[src/rtl/wb_gpio_arb.sv]
// Two-master round-robin Wishbone arbiter in front of the GPIO slave; the granted master keeps the bus while its cyc is high.
// Define WB_ARB_TIMEOUT_EN to add the watchdog that errors out transfers the slave never acknowledges.
module wb_gpio_arb #(
  parameter int TIMEOUT = 16
) (
  input  logic        clk,
  input  logic        reset,
  input  logic        m0_cyc_i,
  input  logic        m0_stb_i,
  input  logic        m0_we_i,
  input  logic [31:0] m0_adr_i,
  input  logic [3:0]  m0_sel_i,
  input  logic [31:0] m0_dat_i,
  output logic [31:0] m0_dat_o,
  output logic        m0_ack_o,
  output logic        m0_err_o,
  input  logic        m1_cyc_i,
  input  logic        m1_stb_i,
  input  logic        m1_we_i,
  input  logic [31:0] m1_adr_i,
  input  logic [3:0]  m1_sel_i,
  input  logic [31:0] m1_dat_i,
  output logic [31:0] m1_dat_o,
  output logic        m1_ack_o,
  output logic        m1_err_o,
  output logic        s_cyc_o,
  output logic        s_stb_o,
  output logic        s_we_o,
  output logic [31:0] s_adr_o,
  output logic [3:0]  s_sel_o,
  output logic [31:0] s_dat_o,
  input  logic [31:0] s_dat_i,
  input  logic        s_ack_i
);

  typedef enum logic [1:0] {IDLE, GNT0, GNT1} state_t;

  state_t state_q, state_d;
  logic   last_grant_q, last_grant_d;
  logic   cyc_raw, stb_raw;
  logic   wd_fire;

  if (TIMEOUT < 2 || TIMEOUT > 255) begin : g_bad_timeout
    $error("wb_gpio_arb: TIMEOUT must be in 2..255");
  end

  // NOTE: state registers use non-blocking assignments so every flop samples pre-edge values.
  always_ff @(posedge clk) begin
    if (reset) begin
      state_q      <= IDLE;
      last_grant_q <= 1'b1;
    end else begin
      state_q      <= state_d;
      last_grant_q <= last_grant_d;
    end
  end

  // NOTE: every combinational output gets a default first so no path infers a latch.
  always_comb begin
    state_d      = state_q;
    last_grant_d = last_grant_q;
    unique case (state_q)
      IDLE: begin
        if (m0_cyc_i && (!m1_cyc_i || last_grant_q)) begin
          state_d      = GNT0;
          last_grant_d = 1'b0;
        end else if (m1_cyc_i) begin
          state_d      = GNT1;
          last_grant_d = 1'b1;
        end
      end
      GNT0:    if (!m0_cyc_i || wd_fire) state_d = IDLE;
      GNT1:    if (!m1_cyc_i || wd_fire) state_d = IDLE;
      default: state_d = IDLE;
    endcase
  end

  always_comb begin
    cyc_raw = 1'b0;
    stb_raw = 1'b0;
    s_we_o  = 1'b0;
    s_adr_o = '0;
    s_sel_o = '0;
    s_dat_o = '0;
    if (state_q == GNT0) begin
      cyc_raw = m0_cyc_i;
      stb_raw = m0_stb_i;
      s_we_o  = m0_we_i;
      s_adr_o = m0_adr_i;
      s_sel_o = m0_sel_i;
      s_dat_o = m0_dat_i;
    end else if (state_q == GNT1) begin
      cyc_raw = m1_cyc_i;
      stb_raw = m1_stb_i;
      s_we_o  = m1_we_i;
      s_adr_o = m1_adr_i;
      s_sel_o = m1_sel_i;
      s_dat_o = m1_dat_i;
    end
  end

  // A watchdog hit drops the bus in the same cycle the error is reported.
  assign s_cyc_o  = cyc_raw & ~wd_fire;
  assign s_stb_o  = stb_raw & ~wd_fire;

  assign m0_ack_o = s_ack_i & (state_q == GNT0);
  assign m1_ack_o = s_ack_i & (state_q == GNT1);
  assign m0_err_o = wd_fire & (state_q == GNT0);
  assign m1_err_o = wd_fire & (state_q == GNT1);
  assign m0_dat_o = s_dat_i;
  assign m1_dat_o = s_dat_i;

`ifdef WB_ARB_TIMEOUT_EN
  localparam logic [7:0] WD_LAST = 8'(TIMEOUT - 1);

  logic [7:0] wd_cnt_q, wd_cnt_d;

  // Counts on the unmasked strobe; the masked one is itself a function of the count.
  assign wd_fire = (state_q != IDLE) && stb_raw && !s_ack_i && (wd_cnt_q == WD_LAST);

  always_comb begin
    wd_cnt_d = wd_cnt_q + 8'd1;
    if (state_q == IDLE || s_ack_i || !stb_raw || wd_fire) wd_cnt_d = '0;
  end

  always_ff @(posedge clk) begin
    if (reset) wd_cnt_q <= '0;
    else       wd_cnt_q <= wd_cnt_d;
  end
`else
  assign wd_fire = 1'b0;
`endif

endmodule

[config.mk]
export PLATFORM = sky130hd
export DESIGN_NAME = wb_gpio_arb
export DESIGN_NICKNAME = d
export VERILOG_FILES = /design/src/rtl/wb_gpio_arb.sv
export SDC_FILE = /design/constraint.sdc
export NUM_CORES = 1
export LEC_CHECK = 0
export BUFFER_PORTS_ARGS = -buffer_cell sky130_fd_sc_hd__buf_2
export CAP_MARGIN = 25
export CORE_AREA = 2 2 121 123
export DETAILED_ROUTE_END_ITERATION = 8
export DIE_AREA = 0 0 123 125
export PLACE_DENSITY = 0.43
export SLEW_MARGIN = 10
export SYNTH_ARGS = -nofsm -noshare
export SYNTH_HDL_FRONTEND = slang
export SYNTH_SLANG_ARGS = --single-unit
export TNS_END_PERCENT = 5
[constraint.sdc]
create_clock -name clk -period 1.3 [get_ports clk]
set_input_delay 0.26 -clock clk [delete_from_list [all_inputs] [get_ports clk]]
set_output_delay 0.26 -clock clk [all_outputs]
set_load 0.05 [all_outputs]
==> metrics.txt, run 1 <==
status finished, violations left; failing checks setup timing; worst hold path startpoint reset; Synth area leaders a22o_1, buf_4, buf_6; switching share of power a little under half; adder-cell share of the synthesized area 0%; Synth Register Bits 3; Synth area leader a22o_1; root buf cell clkbuf_16; maximum clock rate about 610 MHz; Final WS setup -350.6 ps; Slew Viols, Final 0; WL/cell between 10 and 15 µm; reg2reg start state_q[0]$_SDFFE_PP0P_; share of cells above drive strength 1 a little over nine tenths; Seq pwr share roughly 4.8%; capturing point of the worst reg2reg path last_grant_q$_SDFFE_PP1P_; Core ar. roughly 14000 µm²; CP bufs+invs 2; Synth Instances 170; final hold viol count 0; post-synthesis instance area ~1500 µm²; initial antenna violation count 1; PD cells ~750 nW/µm²; Synth Area in Compound Gates a little over two fifths; top cell type's share of synthesized area 42.88%; fin crit period 1651 ps; clk_lat worst skew around 220 ps; Fin Hold WS about 240 ps; commonest non-fill, non-tap cells in the layout buf_2, a22o_2, buf_6; WP data required 1040 ps; Clock Path Buffers 2; critical path's slowest cell and2b_4; Area growth, synth to finish 107.9%; cell internal pwr around 0.0012 W; Synth Area in XOR/XNOR 0%; CTS clock-pin slew for the worst setup and hold paths roughly 30 ps; clock buffer count from CTS 3; Initial Utilization between 10% and 20%; I/O pins roughly 320; critical path fanouts, max 27; die height 125 µm; CTS tree yes; worst hold endpoint state_q[0]$_SDFFE_PP0P_; Synth Area in Simple Gates approximately 5.6%; Post-Layout Cell Count about 500; Yosys cell types 14; critical path type reg2out; Pre-antenna DRT Iters 4; worst reg2reg setup slack around 210 ps; worst min path class in2reg; total wire length between 6000 and 7000 µm; RSZ-0062 raised after global routing true; skew final 0.7296 ps; via/cell ratio 3.701; post-placement worst setup slack -226.1 ps; CP delay by family, top buffers and inverters; crit end category output port; Worst path max stage delay 320 ps; row cnt 44; Clk pwr share 21.6%; post-synthesis sequential area ratio a little over 4%; combinational power share about 74%; clk sinks 3; IO buf count between 200 and 250; Final Net Count between 400 and 500; share of the clock period used by the worst path after layout 127.0%; post-route ant nets 0; Iter 0 DRT Violations 66; Worst R2R Path Depth 3; worst hold path stage count 2; DP Wirelength about 5100 µm; Final GP Congestion around 0.81; commonest non-fill, non-tap cell in the layout buf_2; VDD IR-drop max about 0.7 mV; count of final setup violators 73; CTS Hold Bufs 0; diode count 0; gr ovfl total 0; main combinational cell family by area after synthesis buffers and inverters; CP Data Arrival Time between 1000 and 1500 ps; DP Cell Count a little under 500; H-Tree Depth 1; Leak around 1.5 nW; first-pass GRT wire length approximately 9400 µm; largest net degree at the start of global routing between 40 and 50; startpoint types flop; Cell Chain, Critical Path and2b_4 -> buf_12 -> a22o_2 -> buf_8; Psw 0.001017 W; YS warnings 0; all-layer global routing usage 7.516%; # Max-Cap Violations 0; Die Width 123 µm; mux cell area share after synthesis 0%; DR vias about 1.9k; Syn Area/Cell between 8 and 9 µm²; Die Footprint approximately 15000 µm²; vias in the first global route 1929; drt drc 0
stage by stage:
step	total power (W)	util, %	TNS (ps)	area [µm²]
final	0.002254	21.22	-23250	3014
after global placement	0.001450	16.71	-10600	2374
after CTS	0.002210	20.53	-24460	2917
after detailed placement	0.001461	16.71	-12610	2374
after floorplan	0.001582	-	-2650	1554
after global routing	0.002349	21.22	-27470	3014
cell families (layout without fill, tap and decap cells):
logic type             count (synthesis)  in the layout
AOI/OAI and AO/OA                     72             72
and+or+nand+nor                       12             12
buffers and inverters                 82            228
other                                  1              2
DFF                                    3              3
worst max path at each step:
stage	from	end	slack (ps)	depth (start not counted)
2_1_floorplan	state_q[0]$_SDFFE_PP0P_	m0_ack_o	-40	4
3_3_place_gp	state_q[0]$_SDFFE_PP0P_	s_stb_o	-200	4
3_5_place_dp	state_q[0]$_SDFFE_PP0P_	s_adr_o[19]	-230	4
4_1_cts	state_q[1]$_SDFFE_PP0P_	s_dat_o[14]	-370	4
5_1_grt	state_q[1]$_SDFFE_PP0P_	s_dat_o[14]	-400	4
6_report	state_q[1]$_SDFFE_PP0P_	s_dat_o[14]	-350	4
synthesized netlist by cell type:
cell type	count
nor2_1	2
and2b_1	1
buf_4	66
nor2b_1	2
a22oi_1	1
nor3b_1	2
dfxtp_1	3
and2_1	2
nor4b_1	1
a22o_1	71
buf_6	16
or3b_1	1
conb_1	1
and3b_1	1
power by group through the flow:
stage	Clock, W	Sequential [W]	Combinational [W]
after floorplan	0	0.000107	0.00147
after global placement	0	0.000107	0.00134
after detailed placement	0	0.000108	0.00135
after CTS	0.000498	0.000108	0.00160
after global routing	0.000512	0.000109	0.00173
final	0.000487	0.000107	0.00166
per-layer routing:
metal	wire, µm	share of wire, %	vias up	global-route usage (%)
met4	80	1.2	2	1.805
met5	13	0.20	-	0
met1	2541	39	834	8.765
li1	-	-	870	-
met2	3242	49	130	13.23
met3	679	10	18	2.372
sequential cells by signal, indices dropped and copies added (netlist names):
register	count
state_q	2
last_grant_q	1
cell type report:
cell class | count | area, µm²
clock buffer | 4 | 78.83
multi-input combinational | 86 | 843.3
fill | 1580 | 11190
tap | 184 | 230.2
sequential | 3 | 62.56
timing repair buffer | 224 | 1799
repair_timing:
action,in CTS,in global routing
pin swaps,1,2
cloned,1,0
setup buffers,0,0
endpoints found under the setup margin,73,73
resized for setup,141,25
(Power assumes the default switching activity.)
==> run 2: changes to the inputs <==
--- a/config.mk
+++ b/config.mk
@@ -10,9 +10,10 @@
 export CORE_AREA = 2 2 121 123
 export DETAILED_ROUTE_END_ITERATION = 8
 export DIE_AREA = 0 0 123 125
+export GPL_TIMING_DRIVEN = 0
 export PLACE_DENSITY = 0.43
 export SLEW_MARGIN = 10
 export SYNTH_ARGS = -nofsm -noshare
 export SYNTH_HDL_FRONTEND = slang
 export SYNTH_SLANG_ARGS = --single-unit
-export TNS_END_PERCENT = 5
+export TNS_END_PERCENT = 1
==> metrics.txt, run 2 (synthesized netlist as in run 1, its figures left out) <==
Pre-antenna DRT Iters 4 (unchanged); skew final 0.4129 ps (was 0.7296 ps); Iter 0 DRT Violations 32 (was 66); first-pass GRT wire length 10770 µm (was 9356 µm); failing checks setup timing (unchanged); clk sinks 3 (unchanged); Largest regs state_q: 2 flops, last_grant_q: 1 flops (unchanged); IO buf count 281 (was 217); total wire length 7741 µm (was 6556 µm); gr ovfl total 0 (unchanged); row cnt 44 (unchanged); clock buffer count from CTS 3 (unchanged); fin crit period 1686 ps (was 1651 ps); clk_lat worst skew 220 ps (about the same); DP Wirelength 6246 µm (was 5063 µm); critical path fanouts, max 10 (was 27); # Max-Cap Violations 0 (unchanged); initial antenna violation count 0 (was 1); Slew Viols, Final 0 (unchanged); largest reg by FF count state_q (unchanged); commonest non-fill, non-tap cells in the layout buf_2, buf_6, buf_4 (was buf_2, a22o_2, buf_6); via/cell ratio 3.698 (was 3.701); Die Width 123 µm (unchanged); VDD IR-drop max 0.6707 mV (was 0.6863 mV); Final Net Count 637 (was 495); Clock Path Buffers 2 (unchanged); max reg flops 2 (unchanged); CTS clock-pin slew for the worst setup and hold paths 30 ps (about the same); Worst Setup SP state_q[0]$_SDFFE_PP0P_ (was state_q[1]$_SDFFE_PP0P_); WP data required 1040 ps (about the same); Design Power 0.002846 W (was 0.002254 W); Area growth, synth to finish 165.2% (was 107.9%); Final WS setup -386.4 ps (was -350.6 ps); Storage cell area 65.06 µm² (was 62.56 µm²); Fin Hold WS 243.0 ps (was 238.9 ps); worst hold path startpoint reset (unchanged); diode count 0 (unchanged); count of final setup violators 73 (unchanged); share of cells above drive strength 1 96.95% (was 95.90%); Initial Utilization 10.21% (unchanged); die height 125 µm (unchanged); I/O pins 316 (unchanged); Worst path max stage delay 350 ps (was 320 ps); H-Tree Depth 1 (unchanged); all-layer global routing usage 8.638% (was 7.516%); PD cells 740.0 nW/µm² (was 747.7 nW/µm²); CTS tree yes (unchanged); maximum clock rate 593.0 MHz (was 605.8 MHz); worst min path class in2reg (unchanged); Core ar. 14200 µm² (unchanged); drt drc 0 (unchanged); # fillers 1525 (was 1580); crit end category output port (unchanged); CP Data Arrival Time 1430 ps (was 1390 ps); RSZ-0062 raised after global routing true (unchanged); vias in the first global route 2290 (was 1929); post-route ant nets 0 (unchanged); Cell Chain, Critical Path and2b_1 -> buf_12 -> buf_6 -> a22o_2 -> buf_6 (was and2b_4 -> buf_12 -> a22o_2 -> buf_8); Leak 2.145 nW (was 1.529 nW); critical path type reg2out (unchanged); status finished, violations left (unchanged); final hold viol count 0 (unchanged); share of the clock period used by the worst path after layout 129.7% (was 127.0%); largest net degree at the start of global routing 11 (was 45); root buf cell clkbuf_16 (unchanged); Multi-input gate area 855.8 µm² (was 843.3 µm²); startpoint types flop (unchanged); reg2reg start state_q[0]$_SDFFE_PP0P_ (unchanged); commonest non-fill, non-tap cell in the layout buf_2 (unchanged); Die Footprint 15380 µm² (unchanged); Final GP Congestion 0.6866 (was 0.8121); critical path's slowest cell dfxtp_4 (was and2b_4); worst reg2reg setup slack 200 ps (was 210 ps); DR vias 2378 (was 1854); cell mode on critical path buf_6; WL/cell 12.04 µm (was 13.09 µm)
run 2: cell count changes in the layout (fill, tap and decap cells not counted), moves of 2 or more:
cell / before / now
buf_6: 44 / 79
a22o_4: 3 / 5
buf_12: 9 / 2
buf_2: 144 / 208
buf_4: 2 / 68
a22o_2: 68 / 66
buf_8: 24 / 9
run 2: layout make-up:
type                            instances  area share (%)
Timing Repair Buffer                  284           49.71
Buffer                                 82           18.31
Clock buffer                            4           2.049
Tap cell                              184           5.986
Sequential cell                         3           1.692
Multi-Input combinational cell         86           22.25
run 2: final timing paths:
kind,end,cells past startpoint
worst min register to register,last_grant_q$_SDFFE_PP1P_,2
worst max register to register,last_grant_q$_SDFFE_PP1P_,3
worst max-delay path,s_dat_o[28],5
worst min-delay path,state_q[0]$_SDFFE_PP0P_,2
run 2: per-layer routing:
metal	vias up	global-route usage (%)	routed length [µm]
met5	-	0	0
met4	0	1.136	11
met3	2	0.7755	650
met2	147	18.07	4409
met1	1072	9.206	2670
li1	1157	-	-
run 2: repair_timing:
| item | 4_1_cts | 5_1_grt |
|---|---|---|
| cloned | 1 | 0 |
| gates resized for setup | 159 | 13 |
| hold buffers | 0 | 0 |
| buffers inserted | 1 | 1 |
| pin swaps | 0 | 1 |
| hold endpoints to repair | 0 | 0 |
| setup endpoints to repair | 73 | 73 |
run 2: through the flow:
step	setup slack, ps	cell area [µm²]	util, %	setup TNS (ps)	instances
floorplan	-55.37	1545	-	-3930	171
global placement	-287.6	3182	22.40	-19010	636
detailed placement	-290.5	3182	22.40	-19610	636
CTS	-401.3	3776	26.59	-28220	642
global route	-419.8	3846	27.08	-29520	643
finish	-386.4	3846	27.08	-27030	643
run 2: critical path, delay by kind of cell, from the launching register on:
family | cells | cell delay (ps)
AOI/OAI and AO/OA | 1 | 220
and+or+nand+nor | 1 | 180
buffers and inverters | 3 | 450
DFF | 1 | 350
run 2: report_power, final:
part	switching [W]	total, W	internal (W)	leakage [nW]
sequential	0.00000708	0.000107	0.000100	0.0258
combinational	0.00135	0.00226	0.000906	2.08
clock	0.0000795	0.000484	0.000404	0.0382
==> run 3: changes to the inputs <==
--- a/config.mk
+++ b/config.mk
@@ -11,7 +11,7 @@
 export DETAILED_ROUTE_END_ITERATION = 8
 export DIE_AREA = 0 0 123 125
 export GPL_TIMING_DRIVEN = 0
-export PLACE_DENSITY = 0.43
+export PLACE_DENSITY = 0.53
 export SLEW_MARGIN = 10
 export SYNTH_ARGS = -nofsm -noshare
 export SYNTH_HDL_FRONTEND = slang
==> metrics.txt, run 3 (synthesized netlist as in run 1, its figures left out) <==
status finished, violations left (unchanged); failing checks setup timing (unchanged); IO buf count 281 (unchanged); Largest regs state_q: 2 flops, last_grant_q: 1 flops (unchanged); root buf cell clkbuf_16 (unchanged); Die Width 123 µm (unchanged); die height 125 µm (unchanged); RSZ-0062 raised after global routing true (unchanged); clk_lat worst skew 220 ps (about the same); Final Net Count 635 (was 637); all-layer global routing usage 9.570% (was 8.638%); Iter 0 DRT Violations 37 (was 32); via/cell ratio 3.654 (was 3.698); Final WS setup -411.3 ps (was -386.4 ps); crit end category output port (unchanged); CP bufs+invs 3 (unchanged); max reg flops 2 (unchanged); worst reg2reg setup slack 310 ps (was 200 ps); Post-Layout Cell Count 641 (was 643); CTS Hold Bufs 0 (unchanged); critical path fanouts, max 10 (unchanged); Clock Path Buffers 2 (unchanged); share of the clock period used by the worst path after layout 131.6% (was 129.7%); cell mode on critical path buf_8 (was buf_6); maximum clock rate 584.4 MHz (was 593.0 MHz); clk sinks 3 (unchanged); Storage cell area 62.56 µm² (was 65.06 µm²); worst setup path end s_sel_o[1] (was s_dat_o[28]); Worst R2R Path Depth 2 (was 3); final hold viol count 0 (unchanged); clock buffer count from CTS 3 (unchanged); # fillers 1599 (was 1525); CTS tree yes (unchanged); first-pass GRT wire length 11470 µm (was 10770 µm); Core Util, Final 26.50% (was 27.08%); largest reg by FF count state_q (unchanged); worst min path class in2reg (unchanged); diode count 0 (unchanged); VDD IR-drop max 0.8029 mV (was 0.6707 mV); total wire length 8326 µm (was 7741 µm); gr ovfl total 0 (unchanged); vias in the first global route 2148 (was 2290); CP Data Arrival Time 1450 ps (was 1430 ps); count of final setup violators 73 (unchanged); reg2reg start state_q[0]$_SDFFE_PP0P_ (unchanged); Initial Utilization 10.21% (unchanged); Worst path max stage delay 340 ps (was 350 ps); WP data required 1040 ps (about the same); Cell Chain, Critical Path and2b_1 -> buf_8 -> buf_12 -> a22o_4 -> buf_8 (was and2b_1 -> buf_12 -> buf_6 -> a22o_2 -> buf_6); Final GP Congestion 0.8508 (was 0.6866); # Max-Cap Violations 0 (unchanged); commonest non-fill, non-tap cells in the layout buf_2, buf_6, a22o_2 (was buf_2, buf_6, buf_4); initial antenna violation count 1 (was 0); M1 GR Usage 10.85% (was 9.206%); commonest non-fill, non-tap cell in the layout buf_2 (unchanged); drt drc 0 (unchanged); row cnt 44 (unchanged); largest net degree at the start of global routing 11 (unchanged); fin crit period 1711 ps (was 1686 ps); GR peak layer met2 (unchanged); CTS clock-pin slew for the worst setup and hold paths 30 ps (about the same); DP Cell Count 636 (unchanged); Die Footprint 15380 µm² (unchanged); I/O pins 316 (unchanged); Slew Viols, Final 0 (unchanged); post-route ant nets 0 (unchanged); critical path type reg2out (unchanged); Multi-input gate area 817.0 µm² (was 855.8 µm²); Worst Setup SP state_q[1]$_SDFFE_PP0P_ (was state_q[0]$_SDFFE_PP0P_); met3 Use GR 2.920% (was 0.7755%); met2 Use GR 18.10% (was 18.07%); DR vias 2342 (was 2378); Core ar. 14200 µm² (unchanged); startpoint types flop (unchanged); Area growth, synth to finish 159.5% (was 165.2%); DP Wirelength 7014 µm (was 6246 µm); capturing point of the worst reg2reg path last_grant_q$_SDFFE_PP1P_ (unchanged); H-Tree Depth 1 (unchanged); critical path's slowest cell dfxtp_2 (was dfxtp_4); PD cells 752.8 nW/µm² (was 740.0 nW/µm²); Leak 2.105 nW (was 2.145 nW); Pre-antenna DRT Iters 4 (unchanged); WL/cell 12.99 µm (was 12.04 µm); skew final 0.7616 ps (was 0.4129 ps); share of cells above drive strength 1 96.72% (was 96.95%); CP delay by family, top buffers and inverters (unchanged); Stages on worst setup path 5 (unchanged)
==> run 3: cell types whose count changed in the layout (fill, tap and decap cells not counted), sizes merged <==
cell / previous run / this run
buf: 366 / 364
==> run 3: layout make-up <==
cell class	count	area share, %
multi-input cells	86	21.71
flip-flops and latches	3	1.662
clock buffers	4	2.094
plain buffers	82	18.62
well taps	184	6.117
repair buffers	282	49.80
==> run 3: metal layers <==
layer / share of wire, % / vias up
li1: - / 1152
met1: 36 / 1041
met2: 53 / 145
met3: 10 / 2
met4: 0 / 2
met5: 0.19 / -
==> run 3: worst min-delay path by stage <==
stage | endpoint | from | cells past startpoint
after floorplan | state_q[0]$_SDFFE_PP0P_ | reset | 1
after CTS | state_q[0]$_SDFFE_PP0P_ | reset | 2
final | state_q[1]$_SDFFE_PP0P_ | reset | 2
after global routing | state_q[0]$_SDFFE_PP0P_ | reset | 2
after detailed placement | state_q[0]$_SDFFE_PP0P_ | reset | 2
after global placement | state_q[0]$_SDFFE_PP0P_ | reset | 2
==> run 3: timing repair <==
action	in CTS	in global routing
gates resized for setup	154	2
pin swaps	0	0
endpoints found under the hold margin	0	0
setup buffers	1	0
setup endpoints to repair	73	73
==> run 3: through the flow <==
step / TNS (ps) / worst slack [ps] / total power [W] / instance area (µm²) / hold WS [ps]
finish: -28220 / -411.3 / 0.002833 / 3764 / 241.4
global route: -33360 / -482.9 / 0.002958 / 3764 / 253.1
CTS: -29930 / -440.4 / 0.002854 / 3755 / 234.7
detailed placement: -20840 / -372.5 / 0.002094 / 3182 / 475.5
global placement: -21150 / -377.5 / 0.002093 / 3182 / 483.4
floorplan: -3930 / -55.37 / 0.001578 / 1545 / 336.1
==> run 3: report_power, final <==
part           internal (W)  switching, W  total, W
combinational      0.000881       0.00135   0.00224
clock              0.000405     0.0000842  0.000489
sequential         0.000101    0.00000792  0.000109
total               0.00139       0.00145   0.00283
